--- src/rtl/cond_pkg.sv ---
// cond_pkg: shared condition codes, flag bundle and flag-write masks for the condition path.
package cond_pkg;
   typedef enum logic [3:0] {
      EQ, NE, CS, CC, MI, PL, VS, VC, HI, LS, GE, LT, GT, LE, AL, NV
   } cond_t;
   typedef struct packed {
      logic n;
      logic z;
      logic c;
      logic v;
   } flags_t;
   localparam logic [1:0] FLAGW_NZ = 2'b10;
   localparam logic [1:0] FLAGW_CV = 2'b01;
endpackage

--- src/rtl/cond_eval.sv ---
// cond_eval: combinational ARM condition-field check against a flag set.
import cond_pkg::*;
module cond_eval (
   input  cond_t  cond,
   input  flags_t flags,
   output logic   cond_ex
);
   always_comb begin
      cond_ex = 1'b0;
      case (cond)
         EQ: cond_ex = flags.z;
         NE: cond_ex = ~flags.z;
         CS: cond_ex = flags.c;
         CC: cond_ex = ~flags.c;
         MI: cond_ex = flags.n;
         PL: cond_ex = ~flags.n;
         VS: cond_ex = flags.v;
         VC: cond_ex = ~flags.v;
         HI: cond_ex = flags.c & ~flags.z;
         LS: cond_ex = ~flags.c | flags.z;
         GE: cond_ex = flags.n == flags.v;
         LT: cond_ex = flags.n != flags.v;
         GT: cond_ex = ~flags.z & (flags.n == flags.v);
         LE: cond_ex = flags.z | (flags.n != flags.v);
         AL: cond_ex = 1'b1;
         default: cond_ex = 1'b0;
      endcase
   end
endmodule

--- src/rtl/cond_flag_unit.sv ---
// cond_flag_unit: NZCV flag registers, condition-gated write enables and saturating squash counter.
import cond_pkg::*;
module cond_flag_unit #(
   parameter int CNT_W = 16
) (
   input  logic             clk,
   input  logic             rst,
   input  logic             en,
   input  logic             flush,
   input  logic             instr_valid,
   input  logic [3:0]       cond,
   input  logic [3:0]       alu_flags,
   input  logic [1:0]       flag_w,
   input  logic             pcs,
   input  logic             reg_w,
   input  logic             mem_w,
   input  logic             no_write,
   output logic             cond_ex,
   output logic             pc_src,
   output logic             reg_write,
   output logic             mem_write,
   output logic             negative,
   output logic             zero,
   output logic             cout,
   output logic             overflow,
   output logic [CNT_W-1:0] squash_cnt
);
   flags_t flags;
   logic   pass;
   logic   live;
   cond_eval u_eval (.cond(cond_t'(cond)), .flags(flags), .cond_ex(cond_ex));
   assign live      = instr_valid & ~flush;
   assign pass      = cond_ex & live;
   // Reset is asynchronous, so enables are masked directly rather than waiting for a clock
   assign pc_src    = pcs & pass & ~rst;
   assign reg_write = reg_w & ~no_write & pass & ~rst;
   assign mem_write = mem_w & pass & ~rst;
   assign {negative, zero, cout, overflow} = flags;
   always_ff @(posedge clk or posedge rst) begin
      if (rst) begin
         flags      <= '0;
         squash_cnt <= '0;
      end else if (en) begin
         if (pass && |(flag_w & FLAGW_NZ)) {flags.n, flags.z} <= alu_flags[3:2];
         if (pass && |(flag_w & FLAGW_CV)) {flags.c, flags.v} <= alu_flags[1:0];
         if (live && !cond_ex && squash_cnt != {CNT_W{1'b1}}) squash_cnt <= squash_cnt + 1'b1;
      end
   end
endmodule

--- config.mk ---
export PLATFORM = sky130hd
export DESIGN_NAME = cond_flag_unit
export DESIGN_NICKNAME = d
export VERILOG_FILES = /design/src/rtl/cond_pkg.sv /design/src/rtl/cond_eval.sv /design/src/rtl/cond_flag_unit.sv
export SDC_FILE = /design/constraint.sdc
export NUM_CORES = 1
export LEC_CHECK = 0
export BUFFER_PORTS_ARGS = -buffer_cell sky130_fd_sc_hd__buf_2
export CORE_UTILIZATION = 40
export DETAILED_ROUTE_END_ITERATION = 12
export PLACE_DENSITY = 0.7
export SLEW_MARGIN = 20
export SYNTH_ARGS = -nofsm -noshare
export SYNTH_HDL_FRONTEND = slang
export SYNTH_SLANG_ARGS = --single-unit
export TNS_END_PERCENT = 10
--- constraint.sdc ---
create_clock -name clk -period 5.05 [get_ports clk]
set_input_delay 1.01 -clock clk [delete_from_list [all_inputs] [get_ports clk]]
set_output_delay 1.01 -clock clk [all_outputs]
set_load 0.02 [all_outputs]
-- Yosys cells after proc, flatten, opt, wreduce, memory -nomap -nowiden
Cells that the tools add are included.
- bits in registers: 20
- bits in latches: 0
- memory bits (writable): 0
- ROM bits: 0
- input port bits: 19
- output and inout bits: 24
- word-level logic and storage cells: 53
- memories: 0
- add/subtract/negate cells: 1
- $mul: 0
- divide/modulo/power cells: 0
- $lt $le $gt $ge: 0
- eq/ne operators: 17
- shift-type cells: 0
- mux-type cells: 1
- bitwise logic cells: 20
- reduce and logical (&&, ||, !) cells: 9
- operator list (kind ; count):
    == test 4 bit, second input constant ; 7
    adder 16 x 1 -> 16 bit, second input constant ; 1
    == test 4 x 3 -> 1 bit, second input constant ; 4
    inequality test 16 bit, second input constant ; 1
    one-hot mux 1 bit (15 select lines) ; 1
    AND 1 bit ; 11
    == test 4 x 2 -> 1 bit, second input constant ; 2
    NOT 1 bit ; 7
    AND reduction 2 bit ; 3
    == test 4 x 1 -> 1 bit, second input constant ; 1
    logical AND 1 bit ; 4
    zero test 4 bit ; 1
    bitwise OR 1 bit ; 2
    == test 1 bit ; 1
    zero test 1 bit ; 1
    inequality test 1 bit ; 1

-- Logic depth before layout (Yosys ltp)
- word-level depth: 7
- mapped depth: 8
- gate-level depth less buffers: 7

-- Modules after synthesis
From an unflattened synthesis, not the netlist that was laid out.
- cells, all modules: 114
- area total of the unflattened synthesis: 1196.1 um2
- by module, submodules not included (module ; instances ; cells an instance ; area an instance (um2) ; seq. area each (um2)):
    cond_flag_unit ; 1 ; 86 ; 1002.2 ; 500.5
    cond_eval ; 1 ; 28 ; 193.9 ; 0.0

-- Least setup slack after synthesis
OpenSTA, ideal clock, no wires.
- kind: input to output
- from: input port cond[0]
- to: output port mem_write
- arrival time: 2892 ps
- data required time: 4040 ps
- slack: 1148 ps
- stages on the path: 6
- buffers on the path: 1
- cells stage by stage: buf_2 > nor2_1 > mux2_2 > a2111oi_2 > nor3_1 > nor4b_1
- word-level cells in the longest chain between the ends: 5
- elaborated cells on any way between the ends: 19
- classes of those cells: eq/ne: 14; mux: 1; bitwise: 3; reduce/logical: 1
- RTL lines (element ; line ; RTL):
    start: declaration ; cond_flag_unit.sv:11 ; input logic [3:0] cond,
    == test 4 bit (tied with other cells) ; cond_eval.sv:10 ; case (cond)
    one-hot mux 1 bit (15 select lines) * ; cond_eval.sv:10 ;
    AND 1 bit * ; cond_flag_unit.sv:33 ; assign pass = cond_ex & live;
    AND 1 bit * (2 in series) ; cond_flag_unit.sv:37 ; assign mem_write = mem_w & pass & ~rst;
    end: declaration ; cond_flag_unit.sv:21 ; output logic mem_write,
Every way passes the cells marked *; elsewhere a longest branch is shown, timed or not.

-- Worst setup path after layout
Ends and elaborated chain as after synthesis.

==> qor.yml <==
rows: 19
hold_path.class: "reg -> reg"
starting_density: 0.425
required_ns: 4.04
dp_hpwl_um: 2110
fillerInstances: 256
cts.repair.resized: 0
cts_setup_buffers: 0
drt_first_pass_iters: 4
max-slew-margin-rel: 0.499
async_flop_share: 1.00
track_usage: 0.190
synth.top_cells.by_count: "dfrtp_1 (20), nand3_1 (10), xnor2_1 (10)"
tritoncts_clock_tree: "built"
max_cap_violations: 0
synth_top_cell_by_area: "dfrtp_1"
grt_max_degree: 21
synthesis.area_um2: 1180
dieHeight_um: 56.4
arrival_ns: 2.81
crit_fanout: 12
synth_sequential_area_ratio: 0.423
drt-total-wl_um: 2760
total_leakage_power_nw: 0.737
cells_after_dpl: 189
placement.io_buffers: 42
tritoncts.num_buffers: 3
timing.final.crit_share: 0.756
grt.overflow.total: 0
vias_per_cell: 5.55
die_width_um: 56.4
avg_inst_size_synth_um2: 10.0
postSynth.topFlopCell: "dfrtp_1"
outcome: "completed"
layout-drive-gt1-share: 0.364
finish.net_count: 183
timing.final.setup_violations: 0
globalplace.congestion: 0.889
yosysTopAreaCellShare: 0.423
postSynthCellCount: 118
synth-seq-cells: 20
power.density_nw_per_um2: 367
drt.antenna.violating_nets: 0
grt_setup_unrepaired: "no"
timing.clock.skew_ns: 0.00930
yosysWarnings: 0
clock.fmax_mhz: 262
cts_root_buffer: "clkbuf_4"
floorplan_die_area_um2: 3180
synth.lib_cells_used.distinct: 33
critPathCaptureType: "primary output"
routedWlPerCell_um: 14.3
grt_antenna_before_repair: 0
drt_drc_violations_left: 0
area.sequential_um2: 500
synth_fp_nets: 138
class_of_the_most_critical_setup_path: "in -> out"
finish.cell_count_without_fillers: 193
diodes: 0
synth_enable_flop_cells: 0
peakVddDrop_mv: 0.252
vias: 1072
cts_max_level: 1
multiInputGateArea_um2: 642
layout_cell_area_excl_fill_um2: 1470
design_power_mw: 0.541
synth_most_common_cell: "dfrtp_1"
floorplan.core_area_um2: 2780
yosys-top-cells-area: "dfrtp_1 (42%), xnor2_1 (7.4%), mux2_2 (5.7%)"
worst_pin_slew_ns: 0.750
cts.hold.buffers_added: 0
hold_violations: 0
final_report_max_slew_violation_count: 0
placedInstanceArea_um2: 1420
period_needed_ns: 3.82
grt_first_pass_wirelength_um: 4820
cp-start-kind: "primary input"
clk_path_buf_depth: 2
vias_in_the_first_global_route: 1104
design.portCount: 43
fin_setup_tns_ns: 0
syn_to_final_growth_pct: 24.7
cts.clk_slew.worst_paths_ns: 0.12
clkLatencyLatePin_ns: 0.30
clock_sinks: 20
detail_route.iter0.violations: 26
==> layout make-up <==
type,count,area share
multi-input combinational,88,0.435
sequential,20,0.340
timing repair buffer,42,0.143
tap,31,0.0263
clock inverter,1,0.0204
inverter,8,0.0204
clock buffer,3,0.0153
==> routing by layer <==
layer  up-vias  wire length [um]  GRT usage
met5         -                 0          0
li1        513                 -          -
met2        41              1330      0.318
met3         6               129     0.0323
met1       512              1260      0.237
met4         0                48     0.0941
==> final timing paths <==
kind	from	to	slack [ns]	cells past startpoint
min reg2reg	squash_cnt[6]$_DFFE_PP0P_	squash_cnt[6]$_DFFE_PP0P_	0.52	1
min in group asynchronous	rst	squash_cnt[15]$_DFFE_PP0P_	0.86	2
max	cond[0]	mem_write	1.23	7
max in group asynchronous	rst	zero$_DFFE_PP0P_	3.72	2
min	squash_cnt[6]$_DFFE_PP0P_	squash_cnt[6]$_DFFE_PP0P_	0.52	1
max reg2reg	cout$_DFFE_PP0P_	squash_cnt[10]$_DFFE_PP0P_	2.51	6
==> per-stage QoR <==
stage,setup slack (ns),util,hold WS [ns]
after floorplan,1.15,-,0.595
after global placement,1.39,0.511,0.480
after detailed placement,1.26,0.511,0.501
after CTS,1.22,0.530,0.520
after global routing,1.07,0.530,0.522
final,1.23,0.530,0.521
==> state kept, by name, summed over array words and instances (netlist names) <==
register	cells
zero	1
overflow	1
cout	1
negative	1
squash_cnt	16
==> power breakdown <==
group,leakage [nW],internal [mW],switching (mW)
logic,0.447,0.0786,0.105
clock network,0.0279,0.0802,0.0500
registers,0.262,0.188,0.0389
total,0.737,0.347,0.194
==> worst max-delay path, stage by stage <==
cell	delay, ns
buf_2	0.19
nor2_1	0.07
mux2_2	0.27
a2111oi_2	0.48
nor3_1	0.20
nor4b_1	0.35
buf_2	0.23
==> placed cells by master (no fill, tap or decap), drive strengths merged <==
cell     instances
buf             42
dfrtp           20
xnor2           11
nand3           10
inv              8
nand2            8
nor3             7
mux2             6
nand4            6
nor2             5
xor2             5
nand2b           3
nor4b            3
and3             3
clkbuf           3
or3              3
or4              2
nor4             2
nor2b            1
a21oi            1
and2b            1
o21a             1
a2111oi          1
mux2i            1
o32ai            1
a41o             1
and2             1
nand4bb          1
o221ai           1
o311a            1
or2              1
ha               1
bufinv           1
==> cell families (layout without fill, tap and decap cells) <==
family / count (synthesis) / in the layout / synth area share
buf+inv: 10 / 54 / 0.0339
flops: 20 / 20 / 0.423
mux: 7 / 7 / 0.0656
xor+xnor: 16 / 16 / 0.125
compound gates: 7 / 7 / 0.0550
simple gates: 57 / 57 / 0.287
fa+ha+maj: 1 / 1 / 0.0106
No activity file was read; power rests on OpenSTA's default activity.
